File: config.mk
export PLATFORM = sky130hd
export DESIGN_NAME = ysyx_25040111_lsu_axi_bridge
export DESIGN_NICKNAME = d
export VERILOG_FILES = /design/src/rtl/ysyx_25040111_lsu_pkg.sv /design/src/rtl/ysyx_25040111_lsu_align.sv /design/src/rtl/ysyx_25040111_lsu_axi_bridge.sv
export SDC_FILE = /design/constraint.sdc
export NUM_CORES = 1
export LEC_CHECK = 0
export BUFFER_PORTS_ARGS = -buffer_cell sky130_fd_sc_hd__buf_2
export CORE_AREA = 2 2 130 132
export CTS_BUF_LIST = sky130_fd_sc_hd__clkbuf_8 sky130_fd_sc_hd__clkbuf_16
export DETAILED_ROUTE_END_ITERATION = 12
export DIE_AREA = 0 0 132 134
export PLACE_DENSITY = 0.7
export SYNTH_ARGS = -nofsm -noshare
export SYNTH_HDL_FRONTEND = slang
export SYNTH_HIERARCHICAL = 1
export SYNTH_SLANG_ARGS = --single-unit
export TNS_END_PERCENT = 5
File: constraint.sdc
create_clock -name clock -period 3 [get_ports clock]
set_input_delay 0.6 -clock clock [delete_from_list [all_inputs] [get_ports clock]]
set_output_delay 0.6 -clock clock [all_outputs]
set_load 0.03 [all_outputs]
File: src/rtl/ysyx_25040111_lsu_pkg.sv
// Shared encodings for the LSU-to-AXI4 bridge: access masks, FSM states and AXI constants.
package ysyx_25040111_lsu_pkg;

    localparam logic [1:0] MASK_B = 2'b00;
    localparam logic [1:0] MASK_H = 2'b01;
    localparam logic [1:0] MASK_W = 2'b10;

    typedef enum logic [2:0] {
        ST_IDLE  = 3'd0,
        ST_RADDR = 3'd1,
        ST_RDATA = 3'd2,
        ST_WREQ  = 3'd3,
        ST_WRESP = 3'd4
    } lsu_state_e;

    localparam logic [1:0] BURST_INCR = 2'b01;

    localparam logic [2:0] SIZE_1 = 3'd0;
    localparam logic [2:0] SIZE_2 = 3'd1;
    localparam logic [2:0] SIZE_4 = 3'd2;

    localparam logic [1:0] RESP_OKAY   = 2'b00;
    localparam logic [1:0] RESP_SLVERR = 2'b10;
    localparam logic [1:0] RESP_DECERR = 2'b11;

    // Both 2'b10 and 2'b11 are word accesses.
    function automatic logic [2:0] mask_to_size(input logic [1:0] mask);
        logic [2:0] size;
        case (mask)
            MASK_B:  size = SIZE_1;
            MASK_H:  size = SIZE_2;
            default: size = SIZE_4;
        endcase
        return size;
    endfunction

endpackage

File: src/rtl/ysyx_25040111_lsu_align.sv
// Combinational lane logic: load byte/half extract with zero/sign extension,
// store lane replication and WSTRB generation.
module ysyx_25040111_lsu_align
    import ysyx_25040111_lsu_pkg::*;
(
    input  logic [31:0] i_rdata_raw,
    input  logic [1:0]  i_addr_lo,
    input  logic [1:0]  i_mask,
    input  logic        i_sign,
    input  logic        i_burst,
    input  logic [31:0] i_wdata_raw,
    output logic [31:0] o_rdata,
    output logic [31:0] o_wdata,
    output logic [3:0]  o_wstrb
);

    logic [31:0] w_shifted;
    logic [7:0]  w_byte;
    logic [15:0] w_half;

    assign w_shifted = i_rdata_raw >> {i_addr_lo, 3'b000};
    assign w_byte    = w_shifted[7:0];
    assign w_half    = w_shifted[15:0];

    // Refill beats are whole cache words and never get extracted.
    always_comb begin
        o_rdata = i_rdata_raw;
        if (i_burst) begin
            o_rdata = i_rdata_raw;
        end else begin
            case (i_mask)
                MASK_B:  o_rdata = {{24{i_sign & w_byte[7]}}, w_byte};
                MASK_H:  o_rdata = {{16{i_sign & w_half[15]}}, w_half};
                default: o_rdata = i_rdata_raw;
            endcase
        end
    end

    always_comb begin
        o_wdata = i_wdata_raw;
        o_wstrb = 4'b1111;
        case (i_mask)
            MASK_B: begin
                o_wdata = {4{i_wdata_raw[7:0]}};
                o_wstrb = 4'b0001 << i_addr_lo;
            end
            MASK_H: begin
                o_wdata = {2{i_wdata_raw[15:0]}};
                o_wstrb = 4'b0011 << i_addr_lo;
            end
            default: begin
                o_wdata = i_wdata_raw;
                o_wstrb = 4'b1111;
            end
        endcase
    end

endmodule

File: src/rtl/ysyx_25040111_lsu_axi_bridge.sv
// LSU request responder issuing one AXI4 master transaction per accepted load/store.
// Optional YSYX_LSU_ACCESS_ERR_EN adds access_err / access_err_addr response reporting.
module ysyx_25040111_lsu_axi_bridge
    import ysyx_25040111_lsu_pkg::*;
#(
    parameter int ID_W  = 4,
    parameter int RD_ID = 0,
    parameter int WR_ID = 1
) (
    input  logic            clock,
    input  logic            reset,

    input  logic            lsu_rvalid,
    output logic            lsu_rready,
    output logic [31:0]     lsu_rdata,
    input  logic [31:0]     lsu_raddr,
    input  logic [7:0]      lsu_rlen,
    input  logic            lsu_burst,
    input  logic [1:0]      lsu_rmask,
    input  logic            lsu_rsign,

    input  logic            lsu_wvalid,
    output logic            lsu_wready,
    input  logic [31:0]     lsu_wdata,
    input  logic [31:0]     lsu_waddr,
    input  logic [1:0]      lsu_wmask,

    output logic            m_arvalid,
    input  logic            m_arready,
    output logic [31:0]     m_araddr,
    output logic [ID_W-1:0] m_arid,
    output logic [7:0]      m_arlen,
    output logic [2:0]      m_arsize,
    output logic [1:0]      m_arburst,

    input  logic            m_rvalid,
    output logic            m_rready,
    input  logic [31:0]     m_rdata,
    input  logic [1:0]      m_rresp,
    input  logic            m_rlast,
    input  logic [ID_W-1:0] m_rid,

    output logic            m_awvalid,
    input  logic            m_awready,
    output logic [31:0]     m_awaddr,
    output logic [ID_W-1:0] m_awid,
    output logic [7:0]      m_awlen,
    output logic [2:0]      m_awsize,
    output logic [1:0]      m_awburst,

    output logic            m_wvalid,
    input  logic            m_wready,
    output logic [31:0]     m_wdata,
    output logic [3:0]      m_wstrb,
    output logic            m_wlast,

    input  logic            m_bvalid,
    output logic            m_bready,
    input  logic [1:0]      m_bresp,
    input  logic [ID_W-1:0] m_bid
`ifdef YSYX_LSU_ACCESS_ERR_EN
    ,
    output logic            access_err,
    output logic [31:0]     access_err_addr
`endif
);

    lsu_state_e  r_state;
    lsu_state_e  w_state_nx;

    logic [31:0] r_addr;
    logic [7:0]  r_rlen;
    logic        r_burst;
    logic [1:0]  r_mask;
    logic        r_rsign;
    logic [31:0] r_wdata;
    logic        r_aw_done;
    logic        r_w_done;

    logic        w_aw_fire;
    logic        w_w_fire;
    logic        w_ar_fire;
    logic [31:0] w_load_data;
    logic [31:0] w_store_data;
    logic [3:0]  w_store_strb;
    logic        w_unused;

    assign w_ar_fire = m_arvalid && m_arready;
    assign w_aw_fire = m_awvalid && m_awready;
    assign w_w_fire  = m_wvalid && m_wready;

    // State register.
    always_ff @(posedge clock) begin
        if (reset) begin
            r_state <= ST_IDLE;
        end else begin
            r_state <= w_state_nx;
        end
    end

    // Request capture; a read wins when both requests are present.
    always_ff @(posedge clock) begin
        if (reset) begin
            r_addr  <= 32'h0000_0000;
            r_rlen  <= 8'h00;
            r_burst <= 1'b0;
            r_mask  <= 2'b00;
            r_rsign <= 1'b0;
            r_wdata <= 32'h0000_0000;
        end else if (r_state == ST_IDLE) begin
            if (lsu_rvalid) begin
                r_addr  <= lsu_raddr;
                r_rlen  <= lsu_rlen;
                r_burst <= lsu_burst;
                r_mask  <= lsu_rmask;
                r_rsign <= lsu_rsign;
            end else if (lsu_wvalid) begin
                r_addr  <= lsu_waddr;
                r_wdata <= lsu_wdata;
                r_mask  <= lsu_wmask;
                r_burst <= 1'b0;
            end
        end
    end

    // AW and W complete independently; the flags remember which already did.
    always_ff @(posedge clock) begin
        if (reset || (r_state != ST_WREQ)) begin
            r_aw_done <= 1'b0;
            r_w_done  <= 1'b0;
        end else begin
            if (w_aw_fire) begin
                r_aw_done <= 1'b1;
            end
            if (w_w_fire) begin
                r_w_done <= 1'b1;
            end
        end
    end

    // Next-state logic.
    always_comb begin
        w_state_nx = r_state;
        case (r_state)
            ST_IDLE: begin
                if (lsu_rvalid) begin
                    w_state_nx = ST_RADDR;
                end else if (lsu_wvalid) begin
                    w_state_nx = ST_WREQ;
                end else begin
                    w_state_nx = ST_IDLE;
                end
            end
            ST_RADDR: begin
                if (w_ar_fire) begin
                    w_state_nx = ST_RDATA;
                end else begin
                    w_state_nx = ST_RADDR;
                end
            end
            ST_RDATA: begin
                if (m_rvalid && m_rlast) begin
                    w_state_nx = ST_IDLE;
                end else begin
                    w_state_nx = ST_RDATA;
                end
            end
            ST_WREQ: begin
                if ((r_aw_done || w_aw_fire) && (r_w_done || w_w_fire)) begin
                    w_state_nx = ST_WRESP;
                end else begin
                    w_state_nx = ST_WREQ;
                end
            end
            ST_WRESP: begin
                if (m_bvalid) begin
                    w_state_nx = ST_IDLE;
                end else begin
                    w_state_nx = ST_WRESP;
                end
            end
            default: w_state_nx = ST_IDLE;
        endcase
    end

    ysyx_25040111_lsu_align u_align (
        .i_rdata_raw (m_rdata),
        .i_addr_lo   (r_addr[1:0]),
        .i_mask      (r_mask),
        .i_sign      (r_rsign),
        .i_burst     (r_burst),
        .i_wdata_raw (r_wdata),
        .o_rdata     (w_load_data),
        .o_wdata     (w_store_data),
        .o_wstrb     (w_store_strb)
    );

    assign m_arvalid = (r_state == ST_RADDR);
    assign m_araddr  = r_addr;
    assign m_arid    = RD_ID[ID_W-1:0];
    assign m_arlen   = r_burst ? r_rlen : 8'h00;
    assign m_arsize  = r_burst ? SIZE_4 : mask_to_size(r_mask);
    assign m_arburst = BURST_INCR;

    assign m_rready   = (r_state == ST_RDATA);
    assign lsu_rready = m_rready && m_rvalid;
    assign lsu_rdata  = lsu_rready ? w_load_data : 32'h0000_0000;

    assign m_awvalid = (r_state == ST_WREQ) && !r_aw_done;
    assign m_awaddr  = r_addr;
    assign m_awid    = WR_ID[ID_W-1:0];
    assign m_awlen   = 8'h00;
    assign m_awsize  = mask_to_size(r_mask);
    assign m_awburst = BURST_INCR;

    assign m_wvalid = (r_state == ST_WREQ) && !r_w_done;
    assign m_wdata  = w_store_data;
    assign m_wstrb  = w_store_strb;
    assign m_wlast  = 1'b1;

    assign m_bready   = (r_state == ST_WRESP);
    assign lsu_wready = m_bready && m_bvalid;

`ifdef YSYX_LSU_ACCESS_ERR_EN
    logic        r_access_err;
    logic [31:0] r_access_err_addr;
    logic        w_err_hit;

    assign w_err_hit = (m_rvalid && m_rready && m_rresp[1]) ||
                       (m_bvalid && m_bready && m_bresp[1]);

    // SLVERR/DECERR reporting; the address is held until the next error.
    always_ff @(posedge clock) begin
        if (reset) begin
            r_access_err      <= 1'b0;
            r_access_err_addr <= 32'h0000_0000;
        end else begin
            r_access_err <= w_err_hit;
            if (w_err_hit) begin
                r_access_err_addr <= r_addr;
            end
        end
    end

    assign access_err      = r_access_err;
    assign access_err_addr = r_access_err_addr;
`endif

    assign w_unused = ^{m_rresp, m_rid, m_bresp, m_bid};

endmodule

==> results.ini, run 1 <==
[status]
status=completed

[die]
fp.dieH_um=134
core.rowCount=47
die_area_sq_um=17700
fp.dieW_um=132
boundaryPins=338
fp.coreArea_sq_um=16300
initial_core_util_pct=32.9

[critical_path]
r2r_cells=5
crit_required_ns=2.40
cp.arrival_ns=2.20
r2r_start=r_state[2]
crit_slowest_cell=mux4_2
r2r-end=r_wdata[28]
slowest_delay_ns=0.57
crit_chain=mux4_2 -> and3_4 -> a21oi_2 -> o21ai_1 -> and3_1 -> buf_2
r2r_slack_ns=1.31
crit_path_end_kind=output pin
crit_fanout=9
worst-setup-path-type=flip-flop to output pin
start_kind=flip-flop

[job]
maxCapViolCount=0

[place]
dp_hpwl_mm=13.1
port_buffers=302
place_congestion=0.883

[synth]
syn_avg_cell_area_sq_um=7.80
async_reset_ff_share_pct=0
synth.distinct_cells=42
synth_area_sq_um=5350
netlist_instances=686
synth_enable_flop_cells=0
synth_top_cells_by_area=dfxtp_1 (30%), mux2i_1 (11%), buf_4 (9.3%)
yosys_warnings=6
ys_ff_latch=81
synth_top_area_share_pct=30.3
yosys_most_used_dff=dfxtp_1
synth_top_cell_by_area=dfxtp_1
seq_area_frac_synth_pct=30.3
ys_top_cells_by_count=nand2_1 (112), dfxtp_1 (81), buf_4 (66), nor2_1 (60), mux2i_1 (59)
yosys.cell_count.top_type=nand2_1

[clocking]
cts_made_buffers=9
ctsResizeCount=0
cts_sinks=81
clk_pin_slew_worst_paths_ns=0.06
insertion_delay_ns=0.34
clock_path_buffers=2
cts_setup_buffers=0
postCtsHoldBufs=0
clockRootBuffer=clkbuf_16
cts_tree=yes
htreeDepth=3

[route]
routedWlPerCell_um=15.0
vias=5481
drc_errors=0
via_per_inst=4.81
dr.pass1.iters=5
routed_wl_mm=17.1
drtAntennaViolNets=0
drt_iter0_drc=209

[hold_path]
hp-class=flip-flop to flip-flop
worstHoldEndpoint=r_rlen[5]
min_from=r_rlen[5]
whs_path_depth=2

[grt]
overflow=0
antenna_found_initial=2
grt_pass1_vias=4852
globalRouteMet2Util_pct=32.2
grt_max_degree=70
use_met1_pct=21.5
grt_pass1_wl_mm=25.6
met3_usage_pct=4.38
top_usage_layer=met2
grt_util_all_layers_pct=18.2

[sta]
setup_viol=0
period_share_pct=93.2
rsz0062_at_grt=no
slew_headroom_pct=48.3
hold_violations=0
period_minus_slack_ns=2.80
final_max_slew_viol_count=0
finalClockSkew_ns=0.0108
fmax_ghz=0.357
worst_slew_pin_slew_ns=0.775
fin_setup_tns_ns=0

[layout]
finalNetCount=1079
diodes=0
drive_gt1_share_pct=41.0
syn_to_final_growth_pct=28.9
multi_input_area_sq_um=3040
fillers=1701
seq_area_sq_um=1620

[power]
p_per_area_nw_per_um2=574
totalPowerFinal_mw=3.96
power.leakage_nw=3.62
ir_worst_vdd_v=0.000321

[cells by family after synthesis]
kind of cell	count (synthesis)	share of synthesized area, %
buf+inv	126	14.4
mux	76	14.8
compound gates	151	18.2
simple gates	250	22.1
other cells	2	0.140
flops	81	30.3
[power breakdown]
| part | leakage (nW) | total (mW) | internal (mW) | switching, mW |
|---|---|---|---|---|
| registers | 0.666 | 1.30 | 1.19 | 0.112 |
| clock network | 0.129 | 1.06 | 0.592 | 0.473 |
| logic | 2.83 | 1.59 | 0.543 | 1.05 |
| total | 3.62 | 3.96 | 2.32 | 1.64 |
[final cells by class]
| class | instances | area share [%] |
|---|---|---|
| timing repair buffer | 320 | 24.1 |
| clock buffer | 10 | 3.47 |
| multi-input combinational | 500 | 44.1 |
| sequential | 81 | 23.5 |
| clock inverter | 6 | 0.726 |
| tap | 220 | 3.99 |
| inverter | 3 | 0.163 |
[worst max path at each step]
stage          slack, ns  depth (start not counted)             to   startpoint
2_1_floorplan       0.49                          6  lsu_rdata[15]  m_araddr[1]
3_3_place_gp        0.42                          7  lsu_rdata[15]  m_rdata[31]
3_5_place_dp        0.41                          7  lsu_rdata[15]  m_rdata[31]
4_1_cts             0.16                          6  lsu_rdata[15]  m_araddr[1]
5_1_grt             0.05                          7  lsu_rdata[12]  m_araddr[0]
6_report            0.20                          6  lsu_rdata[15]  m_araddr[1]
[metrics by stage]
stage	util, %	instance area (sq um)	hold WS (ns)	setup slack [ns]	cells
2_1_floorplan	-	5430	0.432	0.491	707
3_3_place_gp	40.6	6610	0.439	0.420	1124
3_5_place_dp	40.6	6610	0.442	0.411	1124
4_1_cts	42.3	6900	0.450	0.158	1140
5_1_grt	42.3	6900	0.468	0.0454	1140
6_report	42.3	6900	0.450	0.203	1140
[state kept, by name, summed over array words and instances (netlist names)]
name       count
r_aw_done      1
r_rsign        1
r_burst        1
r_mask         2
r_state        3
m_araddr      32
r_w_done       1
r_wdata       32
r_rlen         8
[layout by cell type, fill, tap and decap left out, types with 17 or more instances in the layout]
cell type and n:
nand2_1 112, a211oi_1 34, a21oi_1 52, buf_4 17, and3_1 33, o21ai_0 18
conb_1 23, buf_2 302, mux2i_1 59, dfxtp_1 80, nor2_1 60, a21o_1 17
[critical path: cells and delay by family (launching register included)]
kind / cells / cell delay [ns]
multiplexers: 1 / 0.57
AO/OA/AOI/OAI: 2 / 0.18
flip-flops: 1 / 0.51
buffers and inverters: 1 / 0.17
AND/OR/NAND/NOR: 2 / 0.43
[routing by layer]
layer | vias up | routed length, um
met5 | - | 30
met3 | 28 | 1250
met4 | 4 | 339
met2 | 237 | 8520
li1 | 2732 | -
met1 | 2480 | 6990
(Power assumes the default switching activity.)
==> run 2, diff against run 1 <==
--- a/config.mk
+++ b/config.mk
@@ -10,7 +10,9 @@
 export CTS_BUF_LIST = sky130_fd_sc_hd__clkbuf_8 sky130_fd_sc_hd__clkbuf_16
 export DETAILED_ROUTE_END_ITERATION = 12
 export DIE_AREA = 0 0 132 134
+export GPL_TIMING_DRIVEN = 0
 export PLACE_DENSITY = 0.7
+export RECOVER_POWER = 100
 export SYNTH_ARGS = -nofsm -noshare
 export SYNTH_HDL_FRONTEND = slang
 export SYNTH_HIERARCHICAL = 1
==> results.ini, run 2 (synthesized netlist as in run 1, its figures left out) <==
[clocking]
cts_made_buffers=9  ; unchanged
cts_sinks=81  ; unchanged
clk_pin_slew_worst_paths_ns=0.06  ; about the same
cts_tree=yes  ; unchanged
clockRootBuffer=clkbuf_16  ; unchanged
clock_path_buffers=2  ; unchanged
insertion_delay_ns=0.34  ; about the same
htreeDepth=3  ; unchanged

[grt]
grt_pass1_wl_mm=29.3  ; was 25.6 mm
grt_max_degree=15  ; was 70
grt_pass1_vias=5591  ; was 4852
antenna_found_initial=0  ; was 2
grt_util_all_layers_pct=20.9  ; was 18.2%
overflow=0  ; unchanged

[power]
p_int_mw=2.54  ; was 2.32 mW
switchingPower_mw=1.70  ; was 1.64 mW
seq_power_share_pct=30.6  ; was 32.9%
clock_power_share_pct=28.6  ; was 26.9%
swShare_pct=40.0  ; was 41.3%
pwr-share-comb_pct=40.7  ; was 40.2%
p_per_area_nw_per_um2=574  ; about the same
ir_worst_vdd_v=0.000344  ; was 0.000321 V
power.leakage_nw=3.58  ; was 3.62 nW

[route]
drc_errors=0  ; unchanged
drt_iter0_drc=235  ; was 209
vias=5927  ; was 5481
drtAntennaViolNets=0  ; unchanged
routed_wl_mm=19.3  ; was 17.1 mm
routedWlPerCell_um=15.6  ; was 15.0 um
dr.pass1.iters=4  ; was 5
via_per_inst=4.76  ; was 4.81

[sta]
slew_headroom_pct=39.4  ; was 48.3%
rsz0062_at_grt=no  ; unchanged
fmax_ghz=0.342  ; was 0.357 GHz
hold_violations=0  ; unchanged
period_share_pct=97.3  ; was 93.2%
period_minus_slack_ns=2.92  ; was 2.80 ns
setup_viol=0  ; unchanged
fin_hold_ws_ns=0.449  ; was 0.450 ns
worst_slew_pin_slew_ns=0.901  ; was 0.775 ns
final_max_slew_viol_count=0  ; unchanged
finalClockSkew_ns=0.0115  ; was 0.0108 ns
fin_setup_tns_ns=0  ; unchanged
setup_slack_ns=0.0798  ; was 0.203 ns

[critical_path]
slowest_delay_ns=0.66  ; was 0.57 ns
critPathTopFamily=simple AND/OR/NAND/NOR gates  ; was multiplexers
cp.arrival_ns=2.32  ; was 2.20 ns
start_kind=flip-flop  ; unchanged
crit_fanout=10  ; was 9
crit_required_ns=2.40  ; about the same
cp_num_buf_inv=3  ; was 1
crit_chain=clkbuf_2 -> nor3b_2 -> clkbuf_1 -> and3_1 -> clkbuf_2  ; was mux4_2 -> and3_4 -> a21oi_2 -> o21ai_1 -> and3_1 -> buf_2
worst-setup-path-type=flip-flop to output pin  ; unchanged
cpMostUsedCell=clkbuf_2
crit_slowest_cell=nor3b_2  ; was mux4_2
crit_path_end_kind=output pin  ; unchanged

[place]
place_area_sq_um=7210  ; was 6610 sq um
port_buffers=301  ; was 302
place_congestion=0.908  ; was 0.883
place_ws_ns=0.322  ; was 0.411 ns
dp_hpwl_mm=15.6  ; was 13.1 mm

[die]
core.rowCount=47  ; unchanged
fp.dieW_um=132  ; unchanged
initial_core_util_pct=32.9  ; unchanged
die_area_sq_um=17700  ; unchanged
fp.dieH_um=134  ; unchanged
fp.coreArea_sq_um=16300  ; unchanged
boundaryPins=338  ; unchanged

[layout]
finalNetCount=1183  ; was 1079
drive_gt1_share_pct=32.1  ; was 41.0%
final_cell_area_sq_um=7380  ; was 6900 sq um
layout_common_cells=buf_2 (173), clkbuf_1 (149), nand2_1 (112)  ; was buf_2 (302), nand2_1 (112), dfxtp_1 (80)
diodes=0  ; unchanged
final_common_cell=buf_2  ; unchanged
fin_util_pct=45.3  ; was 42.3%
syn_to_final_growth_pct=37.9  ; was 28.9%

[status]
status=completed  ; unchanged

[job]
maxCapViolCount=0  ; unchanged

[hold_path]
hp-class=flip-flop to flip-flop  ; unchanged

## run 2: metal layers
layer	vias to the layer above	wire [um]	track usage, %
met1	2694	7950	24.5
met3	31	1320	4.12
met5	-	0	0
met4	0	519	9.06
met2	262	9560	37.0
li1	2940	-	-
## run 2: path summary, 6_finish.rpt
path	to	start	slack, ns	depth (start not counted)
worst max-delay path	lsu_rdata[15]	r_state[1]	0.08	5
worst min-delay path	r_rlen[5]	r_rlen[5]	0.45	2
worst max register to register	m_araddr[24]	r_state[0]	0.57	5
worst min register to register	r_rlen[5]	r_rlen[5]	0.45	2
## run 2: final cells by class
cell class | instances | area [sq um]
Inverter | 3 | 11.3
Timing Repair Buffer | 301 | 1360
Multi-Input combinational cell | 500 | 3020
Clock buffer | 10 | 239
Buffer | 123 | 752
Tap cell | 220 | 275
Fill cell | 1729 | 8910
Sequential cell | 81 | 1620
Clock inverter | 6 | 90.1
## run 2: worst min-delay path, stage by stage, from the launching register on
cell and delay (ns):
dfxtp_1 0.30, nand2_1 0.05, a21oi_1 0.05
## run 2: through the flow
step	cells	total power, mW
2_1_floorplan	707	2.55
3_3_place_gp	1228	3.08
3_5_place_dp	1228	3.10
4_1_cts	1244	4.32
5_1_grt	1244	4.46
6_report	1244	4.24
## run 2: power groups by stage
| stage | registers (mW) | clock network (mW) | logic [mW] |
|---|---|---|---|
| after detailed placement | 1.32 | 0 | 1.78 |
| final | 1.30 | 1.21 | 1.73 |
| after global routing | 1.31 | 1.28 | 1.86 |
| after floorplan | 1.42 | 0 | 1.14 |
| after CTS | 1.30 | 1.24 | 1.78 |
| after global placement | 1.31 | 0 | 1.77 |
## run 2: timing repair
item                       CTS  global route
setup endpoints to repair    5            19
setup buffers                0             0
hold buffers                 0             0
hold endpoints to repair     0             0
pin swaps                    0             0
gates resized for setup      1             7
==> run 3, diff against run 2 <==
--- a/config.mk
+++ b/config.mk
@@ -6,15 +6,14 @@
 export NUM_CORES = 1
 export LEC_CHECK = 0
 export BUFFER_PORTS_ARGS = -buffer_cell sky130_fd_sc_hd__buf_2
-export CORE_AREA = 2 2 130 132
+export CORE_AREA = 2 2 132 134
 export CTS_BUF_LIST = sky130_fd_sc_hd__clkbuf_8 sky130_fd_sc_hd__clkbuf_16
 export DETAILED_ROUTE_END_ITERATION = 12
-export DIE_AREA = 0 0 132 134
+export DIE_AREA = 0 0 134 136
 export GPL_TIMING_DRIVEN = 0
-export PLACE_DENSITY = 0.7
+export PLACE_DENSITY = 0.65
 export RECOVER_POWER = 100
 export SYNTH_ARGS = -nofsm -noshare
 export SYNTH_HDL_FRONTEND = slang
-export SYNTH_HIERARCHICAL = 1
 export SYNTH_SLANG_ARGS = --single-unit
 export TNS_END_PERCENT = 5
==> results.ini, run 3 <==
[sta]
worst_slew_pin_slew_ns=0.750  ; was 0.901 ns
final_max_slew_viol_count=0  ; unchanged
slew_headroom_pct=50.0  ; was 39.4%
fmax_ghz=0.346  ; was 0.342 GHz
hold_violations=0  ; unchanged
period_minus_slack_ns=2.89  ; was 2.92 ns
setup_viol=0  ; unchanged
fin_hold_ws_ns=0.453  ; was 0.449 ns
period_share_pct=96.3  ; was 97.3%
rsz0062_at_grt=yes  ; was no
finalClockSkew_ns=0.00646  ; was 0.0115 ns

[route]
drc_errors=0  ; unchanged
dr.pass1.iters=4  ; unchanged
routedWlPerCell_um=15.8  ; was 15.6 um
drtAntennaViolNets=0  ; unchanged
routed_wl_mm=18.4  ; was 19.3 mm
vias=5336  ; was 5927
via_per_inst=4.56  ; was 4.76
drt_iter0_drc=243  ; was 235

[power]
p_per_area_nw_per_um2=591  ; was 574 nW/um^2
power.leakage_nw=3.41  ; was 3.58 nW
ir_worst_vdd_v=0.000261  ; was 0.000344 V
totalPowerFinal_mw=4.09  ; was 4.24 mW

[layout]
seq_area_sq_um=1620  ; about the same
layout_common_cells=buf_2 (201), clkbuf_1 (132), nand2_1 (103)  ; was buf_2 (173), clkbuf_1 (149), nand2_1 (112)
multi_input_area_sq_um=2640  ; was 3020 sq um
drive_gt1_share_pct=33.9  ; was 32.1%
syn_to_final_growth_pct=41.6  ; was 37.9%
final_common_cell=buf_2  ; unchanged
final_cell_area_sq_um=6910  ; was 7380 sq um
fillers=1821  ; was 1729
finalNetCount=1102  ; was 1183

[grt]
grt_pass1_vias=5021  ; was 5591
antenna_found_initial=2  ; was 0
grt_pass1_wl_mm=27.2  ; was 29.3 mm
grt_util_all_layers_pct=19.4  ; was 20.9%
grt_max_degree=15  ; unchanged
overflow=0  ; unchanged

[clocking]
postCtsHoldBufs=0  ; unchanged
clk_pin_slew_worst_paths_ns=0.06  ; about the same
cts_tree=yes  ; unchanged
cts_made_buffers=9  ; unchanged
htreeDepth=3  ; unchanged
ctsResizeCount=1  ; unchanged
cts_sinks=81  ; unchanged
clock_path_buffers=2  ; unchanged
clockRootBuffer=clkbuf_16  ; unchanged
insertion_delay_ns=0.33  ; was 0.34 ns
cts_setup_buffers=0  ; unchanged

[synth]
syn_avg_cell_area_sq_um=8.07  ; was 7.80 sq um
yosys_warnings=0  ; was 6
yosys.cell_count.top_type=nand2_1  ; unchanged
synth_top_cell_by_area=dfxtp_1  ; unchanged
netlist_instances=605  ; was 686
async_reset_ff_share_pct=0  ; unchanged
synth_enable_flop_cells=0  ; unchanged
synth.distinct_cells=45  ; was 42
seq_area_frac_synth_pct=33.2  ; was 30.3%
ys_ff_latch=81  ; unchanged
yosys_most_used_dff=dfxtp_1  ; unchanged
ys_top_cells_by_count=nand2_1 (103), dfxtp_1 (81), buf_4 (63), a21oi_1 (50), mux2i_1 (49)  ; was nand2_1 (112), dfxtp_1 (81), buf_4 (66), nor2_1 (60), mux2i_1 (59)
synth_top_area_share_pct=33.2  ; was 30.3%
synth_top_cells_by_area=dfxtp_1 (33%), mux2i_1 (10%), buf_4 (9.7%)  ; was dfxtp_1 (30%), mux2i_1 (11%), buf_4 (9.3%)
synth_area_sq_um=4880  ; was 5350 sq um

[critical_path]
cp_num_buf_inv=2  ; was 3
r2r_cells=5  ; unchanged
crit_path_end_kind=output pin  ; unchanged
crit_required_ns=2.40  ; about the same
cpMostUsedCell=buf_2  ; was clkbuf_2
crit_fanout=10  ; unchanged
r2r_slack_ns=0.62  ; was 0.57 ns
cp_num_cells=6  ; was 5
critPathTopFamily=compound AO/OA/AOI/OAI gates  ; was simple AND/OR/NAND/NOR gates
start_kind=flip-flop  ; unchanged
cp.arrival_ns=2.29  ; was 2.32 ns
slowest_delay_ns=0.48  ; was 0.66 ns
worst-setup-path-type=flip-flop to output pin  ; unchanged
crit_chain=buf_2 -> mux4_2 -> a31oi_4 -> o21ai_1 -> o211a_1 -> buf_2  ; was clkbuf_2 -> nor3b_2 -> clkbuf_1 -> and3_1 -> clkbuf_2
crit_slowest_cell=dfxtp_1  ; was nor3b_2

[place]
place_congestion=0.879  ; was 0.908
place_area_sq_um=6750  ; was 7210 sq um
port_buffers=301  ; unchanged
dp_hpwl_mm=14.8  ; was 15.6 mm

[job]
maxCapViolCount=0  ; unchanged

[die]
boundaryPins=338  ; unchanged
die_area_sq_um=18200  ; was 17700 sq um
initial_core_util_pct=28.9  ; was 32.9%
fp.dieH_um=136  ; was 134 um
fp.coreArea_sq_um=16900  ; was 16300 sq um
core.rowCount=48  ; was 47
fp.dieW_um=134  ; was 132 um

[hold_path]
hp-class=flip-flop to flip-flop  ; unchanged
whs_path_depth=2  ; unchanged

[status]
status=completed  ; unchanged

## run 3: cell types whose count changed after synthesis, sizes merged, moves of 8 or more
cell / change
and3: -33
nor2: -14
mux2i: -10
nand3b: -10
a21oi: -9
clkbuf: -9
nand2: -8
o211a: +8
## run 3: layout make-up
type,count,share of cell area (%)
inverter,5,0.272
timing repair buffer,301,19.9
antenna,1,0.0362
clock buffer,10,3.46
clock inverter,6,0.978
buffer,107,9.69
multi-input combinational,433,38.2
sequential,81,23.5
tap,225,4.07
## run 3: logic make-up after synthesis
group | synth area share [%]
buffers and inverters | 14.3
AOI/OAI and AO/OA | 21.3
xor gates and xnor gates | 0.180
DFF | 33.2
muxes | 14.7
and+or+nand+nor | 16.2
other | 0.154
## run 3: worst min-delay path: stages, from the launching register on
cell and delay, ns:
dfxtp_1 0.30, nand2_1 0.05, a21oi_1 0.05
## run 3: where the power goes
part           switching [mW]  total (mW)  internal [mW]
Sequential              0.107        1.30           1.19
Combinational            1.11        1.65          0.546
Clock                   0.459        1.13          0.672
Total                    1.67        4.09           2.41
## run 3: metal layers
layer,share of wire [%],wire length [um],global-route usage [%]
met5,0,0,0
met1,42,7710,23.5
met3,6.4,1180,3.69
met2,50,9250,34.5
met4,1.6,286,6.32
## run 3: metrics by stage
stage	instances	setup slack (ns)	TNS, ns	util [%]
global route	1169	-0.0734	-0.674	40.9
detailed placement	1152	0.324	0	40.0
finish	1169	0.110	0	40.9
floorplan	626	0.449	0	-
global placement	1152	0.348	0	40.0
CTS	1168	0.0370	0	41.8
## run 3: path summary, 6_finish.rpt
check                   to        start
max          lsu_rdata[12]  m_araddr[0]
min              r_rlen[0]    r_rlen[0]
max reg2reg   m_araddr[14]   r_state[0]
min reg2reg      r_rlen[0]    r_rlen[0]
